<file path="src/rtl/vtg_pkg.sv">
// Shared types and constants for video_timing_gen: FSM states, pattern codes,
// colour-bar table and the LFSR used by the VTG_PRBS_EN pattern.
package vtg_pkg;

  typedef enum logic [1:0] {
    IDLE  = 2'd0,
    RUN   = 2'd1,
    DRAIN = 2'd2
  } vtg_state_e;

  localparam logic [1:0] PAT_BARS  = 2'd0;
  localparam logic [1:0] PAT_HRAMP = 2'd1;
  localparam logic [1:0] PAT_VRAMP = 2'd2;
  localparam logic [1:0] PAT_PRBS  = 2'd3;

  // {r,g,b} on/off per 8-pixel bar; index 0 is the leftmost bar (white .. black)
  localparam logic [7:0][2:0] BAR_TABLE = {
    3'b000, 3'b001, 3'b100, 3'b101, 3'b010, 3'b011, 3'b110, 3'b111
  };

  localparam logic [14:0] LFSR_SEED = 15'h7FFF;
  localparam logic [14:0] LFSR_TAPS = 15'h6000;  // x^15 + x^14 + 1

  function automatic logic [14:0] lfsr_next(input logic [14:0] s);
    return {s[13:0], ^(s & LFSR_TAPS)};
  endfunction

endpackage

</file>
<file path="src/rtl/vtg_pattern.sv">
// Registered RGB test-pattern generator (bars, h/v ramps, PRBS when VTG_PRBS_EN).
// One cycle from de/p/l to RGB; RGB is zero whenever de is low.
module vtg_pattern
  import vtg_pkg::*;
#(
  parameter int DATA_W = 10
) (
  input  logic              clk,
  input  logic              reset,
  input  logic [5:0]        p_i,
  input  logic [5:0]        l_i,
  input  logic              de_i,
  input  logic [1:0]        sel_i,
  input  logic              frame_start_i,
  output logic [DATA_W-1:0] r_o,
  output logic [DATA_W-1:0] g_o,
  output logic [DATA_W-1:0] b_o
);

  logic [5:0]        pm1;
  logic [2:0]        bar_rgb;
  logic [DATA_W-1:0] ramp_h, ramp_v;
  logic [DATA_W-1:0] r_d, g_d, b_d;
  logic [DATA_W-1:0] r_q, g_q, b_q;

  assign pm1     = p_i - 6'd1;
  assign bar_rgb = BAR_TABLE[pm1[5:3]];
  assign ramp_h  = {p_i, {(DATA_W-6){1'b0}}};
  assign ramp_v  = {l_i, {(DATA_W-6){1'b0}}};

`ifdef VTG_PRBS_EN
  logic [14:0] lfsr_q, lfsr_d;

  always_comb begin
    lfsr_d = lfsr_q;
    if (frame_start_i) begin
      lfsr_d = LFSR_SEED;
    end else if (de_i) begin
      lfsr_d = lfsr_next(lfsr_q);
    end
  end

  always_ff @(posedge clk or posedge reset) begin
    if (reset) begin
      lfsr_q <= LFSR_SEED;
    end else begin
      lfsr_q <= lfsr_d;
    end
  end
`else
  logic unused_frame_start;
  assign unused_frame_start = frame_start_i;
`endif

  always_comb begin
    r_d = '0;
    g_d = '0;
    b_d = '0;
    if (de_i) begin
      case (sel_i)
        PAT_BARS: begin
          r_d = {DATA_W{bar_rgb[2]}};
          g_d = {DATA_W{bar_rgb[1]}};
          b_d = {DATA_W{bar_rgb[0]}};
        end
        PAT_HRAMP: begin
          r_d = ramp_h;
          g_d = ramp_h;
          b_d = ramp_h;
        end
        PAT_VRAMP: begin
          r_d = ramp_v;
          g_d = ramp_v;
          b_d = ramp_v;
        end
        PAT_PRBS: begin
`ifdef VTG_PRBS_EN
          r_d = DATA_W'(lfsr_q[9:0]);
          g_d = DATA_W'(lfsr_q[14:5]);
          b_d = DATA_W'({lfsr_q[4:0], lfsr_q[14:10]});
`endif
        end
        default: ;
      endcase
    end
  end

  always_ff @(posedge clk or posedge reset) begin
    if (reset) begin
      r_q <= '0;
      g_q <= '0;
      b_q <= '0;
    end else begin
      r_q <= r_d;
      g_q <= g_d;
      b_q <= b_d;
    end
  end

  assign r_o = r_q;
  assign g_o = g_q;
  assign b_o = b_q;

endmodule

</file>
<file path="src/rtl/video_timing_gen.sv">
// Porch-parameterised vsync/hsync/de generator with RGB test pattern; PRBS pattern via VTG_PRBS_EN.
// All outputs registered, one cycle after the h/v counters; frames always run to completion.
module video_timing_gen
  import vtg_pkg::*;
#(
  parameter int PARAM_W = 6,
  parameter int CNT_W   = 9,
  parameter int DATA_W  = 10
) (
  input  logic               clk,
  input  logic               reset,
  input  logic               i_en,
  input  logic [PARAM_W-1:0] i_VSW,
  input  logic [PARAM_W-1:0] i_VBP,
  input  logic [PARAM_W-1:0] i_VACT,
  input  logic [PARAM_W-1:0] i_VFP,
  input  logic [PARAM_W-1:0] i_HSW,
  input  logic [PARAM_W-1:0] i_HBP,
  input  logic [PARAM_W-1:0] i_HACT,
  input  logic [PARAM_W-1:0] i_HFP,
  input  logic [1:0]         i_pattern_sel,
  output logic               o_vsync,
  output logic               o_hsync,
  output logic               o_de,
  output logic [DATA_W-1:0]  o_r,
  output logic [DATA_W-1:0]  o_g,
  output logic [DATA_W-1:0]  o_b,
  output logic [CNT_W-1:0]   o_h_cnt,
  output logic [CNT_W-1:0]   o_v_cnt,
  output logic               o_frame_done
);

  vtg_state_e         state_q, state_d;
  logic [CNT_W-1:0]   h_q, h_d, v_q, v_d;
  logic [PARAM_W-1:0] vsw_q, vbp_q, vact_q, vfp_q;
  logic [PARAM_W-1:0] hsw_q, hbp_q, hact_q, hfp_q;
  logic [1:0]         sel_q;

  logic [CNT_W-1:0]   in_htot, in_vtot, htot, vtot, ha0, va0, ha_end, va_end;
  logic               in_ok, load, eof, frame_start;
  logic               hsync_c, vsync_c, de_c;

  logic               vsync_q, hsync_q, de_q, frame_done_q;
  logic [CNT_W-1:0]   h_cnt_q, v_cnt_q;

  // Start/restart decisions use the incoming values, since those are what get latched.
  assign in_htot = CNT_W'(i_HSW) + CNT_W'(i_HBP) + CNT_W'(i_HACT) + CNT_W'(i_HFP);
  assign in_vtot = CNT_W'(i_VSW) + CNT_W'(i_VBP) + CNT_W'(i_VACT) + CNT_W'(i_VFP);
  assign in_ok   = (in_htot != '0) && (in_vtot != '0);

  assign ha0    = CNT_W'(hsw_q) + CNT_W'(hbp_q);
  assign va0    = CNT_W'(vsw_q) + CNT_W'(vbp_q);
  assign ha_end = ha0 + CNT_W'(hact_q);
  assign va_end = va0 + CNT_W'(vact_q);
  assign htot   = ha_end + CNT_W'(hfp_q);
  assign vtot   = va_end + CNT_W'(vfp_q);

  assign eof = (state_q != IDLE) && (h_q == htot) && (v_q == vtot);

  always_comb begin
    state_d = state_q;
    h_d     = h_q;
    v_d     = v_q;
    load    = 1'b0;
    case (state_q)
      IDLE: begin
        if (i_en) begin
          load = 1'b1;
          if (in_ok) begin
            state_d = RUN;
            h_d     = CNT_W'(1);
            v_d     = CNT_W'(1);
          end
        end
      end
      RUN, DRAIN: begin
        if (eof) begin
          load    = i_en;
          state_d = IDLE;
          h_d     = '0;
          v_d     = '0;
          if (i_en && in_ok) begin
            state_d = RUN;
            h_d     = CNT_W'(1);
            v_d     = CNT_W'(1);
          end
        end else begin
          if (h_q == htot) begin
            h_d = CNT_W'(1);
            v_d = v_q + CNT_W'(1);
          end else begin
            h_d = h_q + CNT_W'(1);
          end
          if (!i_en) begin
            state_d = DRAIN;
          end
        end
      end
      default: begin
        state_d = IDLE;
        h_d     = '0;
        v_d     = '0;
      end
    endcase
  end

  assign frame_start = load && in_ok;

  assign hsync_c = (h_q != '0) && (h_q <= CNT_W'(hsw_q));
  assign vsync_c = (v_q != '0) && (v_q <= CNT_W'(vsw_q));
  assign de_c    = (h_q > ha0) && (h_q <= ha_end) && (v_q > va0) && (v_q <= va_end);

  always_ff @(posedge clk or posedge reset) begin
    if (reset) begin
      state_q      <= IDLE;
      h_q          <= '0;
      v_q          <= '0;
      vsw_q        <= '0;
      vbp_q        <= '0;
      vact_q       <= '0;
      vfp_q        <= '0;
      hsw_q        <= '0;
      hbp_q        <= '0;
      hact_q       <= '0;
      hfp_q        <= '0;
      sel_q        <= '0;
      vsync_q      <= 1'b0;
      hsync_q      <= 1'b0;
      de_q         <= 1'b0;
      frame_done_q <= 1'b0;
      h_cnt_q      <= '0;
      v_cnt_q      <= '0;
    end else begin
      state_q <= state_d;
      h_q     <= h_d;
      v_q     <= v_d;
      if (load) begin
        vsw_q  <= i_VSW;
        vbp_q  <= i_VBP;
        vact_q <= i_VACT;
        vfp_q  <= i_VFP;
        hsw_q  <= i_HSW;
        hbp_q  <= i_HBP;
        hact_q <= i_HACT;
        hfp_q  <= i_HFP;
        sel_q  <= i_pattern_sel;
      end
      vsync_q      <= vsync_c;
      hsync_q      <= hsync_c;
      de_q         <= de_c;
      frame_done_q <= eof;
      h_cnt_q      <= h_q;
      v_cnt_q      <= v_q;
    end
  end

  vtg_pattern #(
    .DATA_W (DATA_W)
  ) u_pattern (
    .clk           (clk),
    .reset         (reset),
    .p_i           (6'(h_q - ha0)),
    .l_i           (6'(v_q - va0)),
    .de_i          (de_c),
    .sel_i         (sel_q),
    .frame_start_i (frame_start),
    .r_o           (o_r),
    .g_o           (o_g),
    .b_o           (o_b)
  );

  assign o_vsync      = vsync_q;
  assign o_hsync      = hsync_q;
  assign o_de         = de_q;
  assign o_h_cnt      = h_cnt_q;
  assign o_v_cnt      = v_cnt_q;
  assign o_frame_done = frame_done_q;

endmodule

</file>
<file path="config.mk">
export PLATFORM = sky130hd
export DESIGN_NAME = video_timing_gen
export DESIGN_NICKNAME = d
export VERILOG_FILES = /design/src/rtl/vtg_pkg.sv /design/src/rtl/vtg_pattern.sv /design/src/rtl/video_timing_gen.sv
export SDC_FILE = /design/constraint.sdc
export NUM_CORES = 1
export LEC_CHECK = 0
export BUFFER_PORTS_ARGS = -buffer_cell sky130_fd_sc_hd__buf_2
export CAP_MARGIN = 20
export CORE_AREA = 2 2 134 136
export DETAILED_ROUTE_END_ITERATION = 8
export DIE_AREA = 0 0 136 138
export PLACE_DENSITY = 0.71
export SLEW_MARGIN = 10
export SYNTH_ARGS = -nofsm -noshare
export SYNTH_HDL_FRONTEND = slang
export SYNTH_SLANG_ARGS = --single-unit
</file>
<file path="constraint.sdc">
create_clock -name clk -period 6.4 [get_ports clk]
set_input_delay 0.64 -clock clk [delete_from_list [all_inputs] [get_ports clk]]
set_output_delay 0.64 -clock clk [all_outputs]
set_load 0.005 [all_outputs]
</file>
==> results of run 1 <==
-- placed cells by master, fill, tap and decap left out, types with 8 or more instances in the layout --
master | Yosys | final
clkbuf_16 | 0 | 17
a21o_1 | 11 | 11
nor4_1 | 9 | 9
xor2_1 | 16 | 16
fa_1 | 32 | 32
nor2_1 | 51 | 51
nand3_1 | 21 | 21
xnor2_1 | 29 | 29
a22o_1 | 12 | 12
nor3_1 | 28 | 28
buf_2 | 0 | 104
a211o_1 | 9 | 9
dfrtp_1 | 113 | 113
nand4_1 | 8 | 8
nand2_1 | 11 | 11
nand2b_1 | 12 | 12
o21a_1 | 15 | 15
a21oi_1 | 30 | 30
ha_1 | 101 | 101
inv_1 | 69 | 68
mux2_4 | 50 | 50
o21ai_0 | 22 | 22
nor2b_1 | 15 | 15
-- worst max-delay path by stage --
stage,start,depth (start not counted),slack [ns],to
floorplan,vsw_q[0],19,1.59,hact_q[0]
global placement,vsw_q[0],20,0.88,hsw_q[4]
detailed placement,vsw_q[0],20,0.73,hsw_q[5]
CTS,vsw_q[0],20,0.71,hsw_q[5]
global route,vsw_q[0],20,0.40,hsw_q[5]
finish,vsw_q[0],20,0.72,hsw_q[5]
-- registers in the layout, summed over array words and instances (netlist names), 7 cells and up --
name and count:
h_q 9, o_h_cnt 9, o_v_cnt 9, u_pattern.b_o 7, u_pattern.g_o 7, u_pattern.r_o 7, v_q 9
-- synthesized netlist by cell type (all sizes together) (9+ instances only) --
cell    count  area (sq um)
mux2       50         750.7
a21o       11         82.58
o22ai       9         76.32
clkbuf     12         45.04
inv        69         259.0
nand2b     12         75.07
nor2b      15         93.84
xnor2      29         254.0
nand3      21         105.1
a211o      10         88.84
a22o       12         105.1
ha        101          1264
dfrtp     113          2828
fa         32         640.6
a21oi      30         150.1
o21a       15         112.6
nor2       51         191.4
buf        16         131.4
nor3       28         140.1
o21ai      23         115.1
xor2       16         140.1
nand2      11         41.29
nor4        9         56.30
-- final cells by class --
| cell class | instances | area [sq um] | area share [%] |
|---|---|---|---|
| multi-input cells | 575 | 5235 | 53.10 |
| clock inverters | 13 | 209.0 | 2.120 |
| repair buffers | 111 | 585.6 | 5.940 |
| well taps | 229 | 286.5 | 2.906 |
| flip-flops and latches | 113 | 2828 | 28.68 |
| inverters | 69 | 261.5 | 2.653 |
| clock buffers | 19 | 452.9 | 4.594 |
-- through the flow --
stage	instances	hold slack (ns)	cell area [sq um]	setup WS, ns
global placement	1097	0.4978	9196	0.8826
floorplan	785	0.3520	8498	1.594
detailed placement	1097	0.4998	9196	0.7271
CTS	1129	0.2885	9858	0.7134
finish	1129	0.2732	9858	0.7191
global route	1129	0.3222	9858	0.3967
-- critical path, stage by stage, from the launching register on --
cell	delay (ns)
dfrtp_1	0.41
ha_1	0.22
inv_1	0.07
fa_1	0.20
and2b_1	0.20
o31a_2	0.32
a21oi_1	0.28
ha_1	0.32
a21oi_1	0.13
o211ai_1	0.16
xor2_1	0.26
ha_1	0.29
and2_1	0.19
a22o_1	0.20
a311oi_1	0.30
o211ai_1	0.17
a221oi_4	0.36
nand4_1	0.17
a211o_2	0.66
buf_12	0.31
mux2_4	0.32
-- metal layers --
layer / wire [um] / vias up / part of all wire [%] / global-route usage, %
li1: - / 2997 / - / -
met1: 9283 / 3025 / 48 / 31.63
met2: 8585 / 165 / 45 / 32.77
met3: 964 / 29 / 5.0 / 3.924
met4: 341 / 0 / 1.8 / 7.292
met5: 0 / - / 0 / 0
-- cell families after synthesis --
group	after synthesis
fa+ha+maj	133
xor+xnor	47
flops	113
simple gates	188
mux	52
compound gates	155
buf+inv	97
==> results.toml, run 1 <==
[setup_path]
r2r_slack_ns = 0.72
reg2reg_from = "vsw_q[0]"
r2r_end = "hsw_q[5]"
startpoint_type = "register"
crit_type = "reg -> reg"
worstSetupEndpointType = "register"
worstPathArrival_ns = 5.99
cp_max_fo = 26
critPathRequiredTime_ns = 6.70
r2r_cells = 20

[logic_synthesis]
netlist_instances = 785
ys_ff_latch = 113
synth_nets = 971
synth_fa_ha_area_share_pct = 22.41
yosysSeqAreaShare_pct = 33.27
synthSimpleGateAreaFrac_pct = 11.66
ys_warn_count = 0
syn_area_sq_mm = 0.008498
synth_edf_count = 0
synth.avg_cell_area_sq_um = 10.83
synthFlopType = "dfrtp_1"
synth-compound-area-share_pct = 13.27
synth_top_family_by_area = "adder cells"
async_flop_share_pct = 100.0
synthMuxAreaShare_pct = 9.069
synth_xor_area_share_pct = 5.197
ys_types = 68

[die]
rows = 49
ios = 105
start_util_pct = 48.47
die_h_um = 138
core_sq_mm = 0.01753
die-area_sq_mm = 0.01877
die_w_um = 136

[global_routing]
grt_pass1_vias = 6264
grt_max_degree = 71
grt_pass1_wl_um = 32150
grt_overflow_total = 0
track_usage_pct = 21.75
antenna_found_initial = 0

[sta]
slew_violations = 0
hold_viol = 0
fin_skew_ns = 0.008746
period_share_pct = 88.76
setup_violations = 0
tns_ns = 0
rsz0062_at_grt = "false"
min_period_ns = 5.681
max_clock_freq_ghz = 0.1760
tightestPinTransition_ns = 0.9438
slew_headroom_pct = 36.85

[routing]
viasPerCell = 5.506
antenna_left = 0
first_pass_iters = 5
drc = 0
wl_per_cell_um = 16.98
vias = 6216
dr.first_iter.drc_count = 402
wirelength_um = 19180

[final_layout]
antenna_cells = 0
fin_util_pct = 56.22
drive_above_1_share_pct = 23.22
syn_to_final_growth_pct = 16.00
n_fill_cell = 1536
finalNetCount = 1073

[placement]
portBuffers = 104
place.gp.congestion = 0.9029
dp_hpwl_um = 14970

[hold_path]
hold_class = "in -> async"

[clocking]
cts_max_path_buffers = 2
post_cts_buffers = 0
clk_pin_slew_ns = 0.06
ctsResizeCount = 0
cts_made_buffers = 17
hold_buffers = 0
cts_tree = "built"
cts_sinks = 113
h-tree-depth = 4
clk_latency_ns = 0.42
ctsRootBufferMaster = "clkbuf_16"

[outcome]
status = "completed"

[job]
cap_violations = 0
Power of run 1 is not shown: default switching activity piles up to over one toggle a cycle in this logic, so the estimate is an artifact.
==> run 2: changes to the inputs <==
==> constraint.sdc (replaced) <==
create_clock -name clk -period 7 [get_ports clk]
set_input_delay 0.7 -clock clk [delete_from_list [all_inputs] [get_ports clk]]
set_output_delay 0.7 -clock clk [all_outputs]
set_load 0.005 [all_outputs]
==> results.toml, run 2 (same netlist as run 1, synthesis figures left out) <==
[routing]
vias = 6130
antenna_left = 0
wl_per_cell_um = 17.07
first_pass_iters = 5
wirelength_um = 19210
viasPerCell = 5.449
dr.first_iter.drc_count = 388
drc = 0

[die]
die_h_um = 138
rows = 49
die-area_sq_mm = 0.01877
start_util_pct = 48.47
core_sq_mm = 0.01753
ios = 105
die_w_um = 136

[hold_path]
hold_class = "in -> async"

[setup_path]
worstPathArrival_ns = 6.20
cp_common_cell = "ha_1"
worstSetupEndpointType = "register"
critical-path-top-delay-family = "compound AO/OA/AOI/OAI gates"
worst_path_max_delay_cell = "a211o_2"
path_buf_inv = 2
critPathMaxStageDelay_ns = 0.72
startpoint_type = "register"
crit_type = "reg -> reg"
cp_max_fo = 31
critPathRequiredTime_ns = 7.30
cp_cell_sequence = "ha_1 -> inv_1 -> fa_1 -> and2b_1 -> o31a_2 -> a21oi_1 -> ha_1 -> a21oi_1 -> o211ai_1 -> xor2_1 -> ha_1 -> and2_1 -> a22o_1 -> a311oi_1 -> o211ai_1 -> a221oi_4 -> nand4_1 -> a211o_2 -> buf_4 -> mux2_4"

[global_routing]
antenna_found_initial = 0
grt_overflow_total = 0
grt_pass1_vias = 6150
track_usage_pct = 21.55
grt_pass1_wl_um = 31620
grt_max_degree = 71

[final_layout]
layout_commonest_cell = "dfrtp_1"
drive_above_1_share_pct = 22.99
finalNetCount = 1069
final_cells = 1125
antenna_cells = 0
final_cell_mix = "dfrtp_1 (113), buf_2 (104), ha_1 (101)"
syn_to_final_growth_pct = 15.72
final_area_sq_mm = 0.009834

[placement]
post_dp_cell_area_sq_mm = 0.009159
place.gp.congestion = 0.8879
dp_hpwl_um = 15100
portBuffers = 104
dpl.cell_count = 1093

[sta]
min_period_ns = 5.902
whs_ns = 0.3372
hold_viol = 0
period_share_pct = 84.32
fin_skew_ns = 0.006179
max_clock_freq_ghz = 0.1694
setup_violations = 0
slew_violations = 0
rsz0062_at_grt = "false"
tns_ns = 0
tightestPinTransition_ns = 1.044
slew_headroom_pct = 30.05

[clocking]
clk_pin_slew_ns = 0.06
cts_made_buffers = 17
hold_buffers = 0
post_cts_buffers = 0
ctsResizeCount = 0
ctsRootBufferMaster = "clkbuf_16"
cts_max_path_buffers = 2
h-tree-depth = 4
cts_tree = "built"
cts_sinks = 113
clk_latency_ns = 0.42

[outcome]
status = "completed"

[job]
cap_violations = 0
run 2: cell type report:
type	count	area, sq um
multi-input cells	575	5240
flip-flops and latches	113	2828
repair buffers	107	543.0
fillers	1522	7700
clock inverters	14	236.5
inverters	69	261.5
clock buffers	18	439.2
well taps	229	286.5
run 2: worst reg2reg max path, delay by kind of cell, from the launching register on:
family	cells	cell delay [ns]
fa+ha+maj	4	1.03
mux	1	0.35
compound gates	9	2.70
simple gates	3	0.56
buf+inv	2	0.50
flops	1	0.40
xor+xnor	1	0.27
run 2: path summary, 6_finish.rpt:
kind	startpoint	cells past startpoint	slack, ns	end
hold reg to reg	hbp_q[0]	1	0.52	hbp_q[0]
setup / recovery	vsw_q[0]	20	1.10	hsw_q[5]
setup reg to reg	vsw_q[0]	20	1.10	hsw_q[5]
max in group asynchronous	reset	3	5.38	vsw_q[5]
hold / removal	reset	2	0.34	u_pattern.b_o[5]
min in group clk	i_pattern_sel[0]	2	0.52	sel_q[0]
run 2: layer usage:
metal	track usage, %	wire length (um)	up-vias	part of all wire (%)
met3	3.227	943	19	4.9
met1	31.79	9345	2932	49
met4	6.360	265	0	1.4
met5	0	0	-	0
li1	-	-	3003	-
met2	32.87	8654	176	45
run 2: stage by stage:
stage          setup slack (ns)  util (%)
2_1_floorplan             2.194         -
3_3_place_gp              1.347     52.23
3_5_place_dp              1.127     52.23
4_1_cts                   1.072     56.09
5_1_grt                  0.6893     56.09
6_report                  1.098     56.09
Power of run 2 is left out for the same reason.
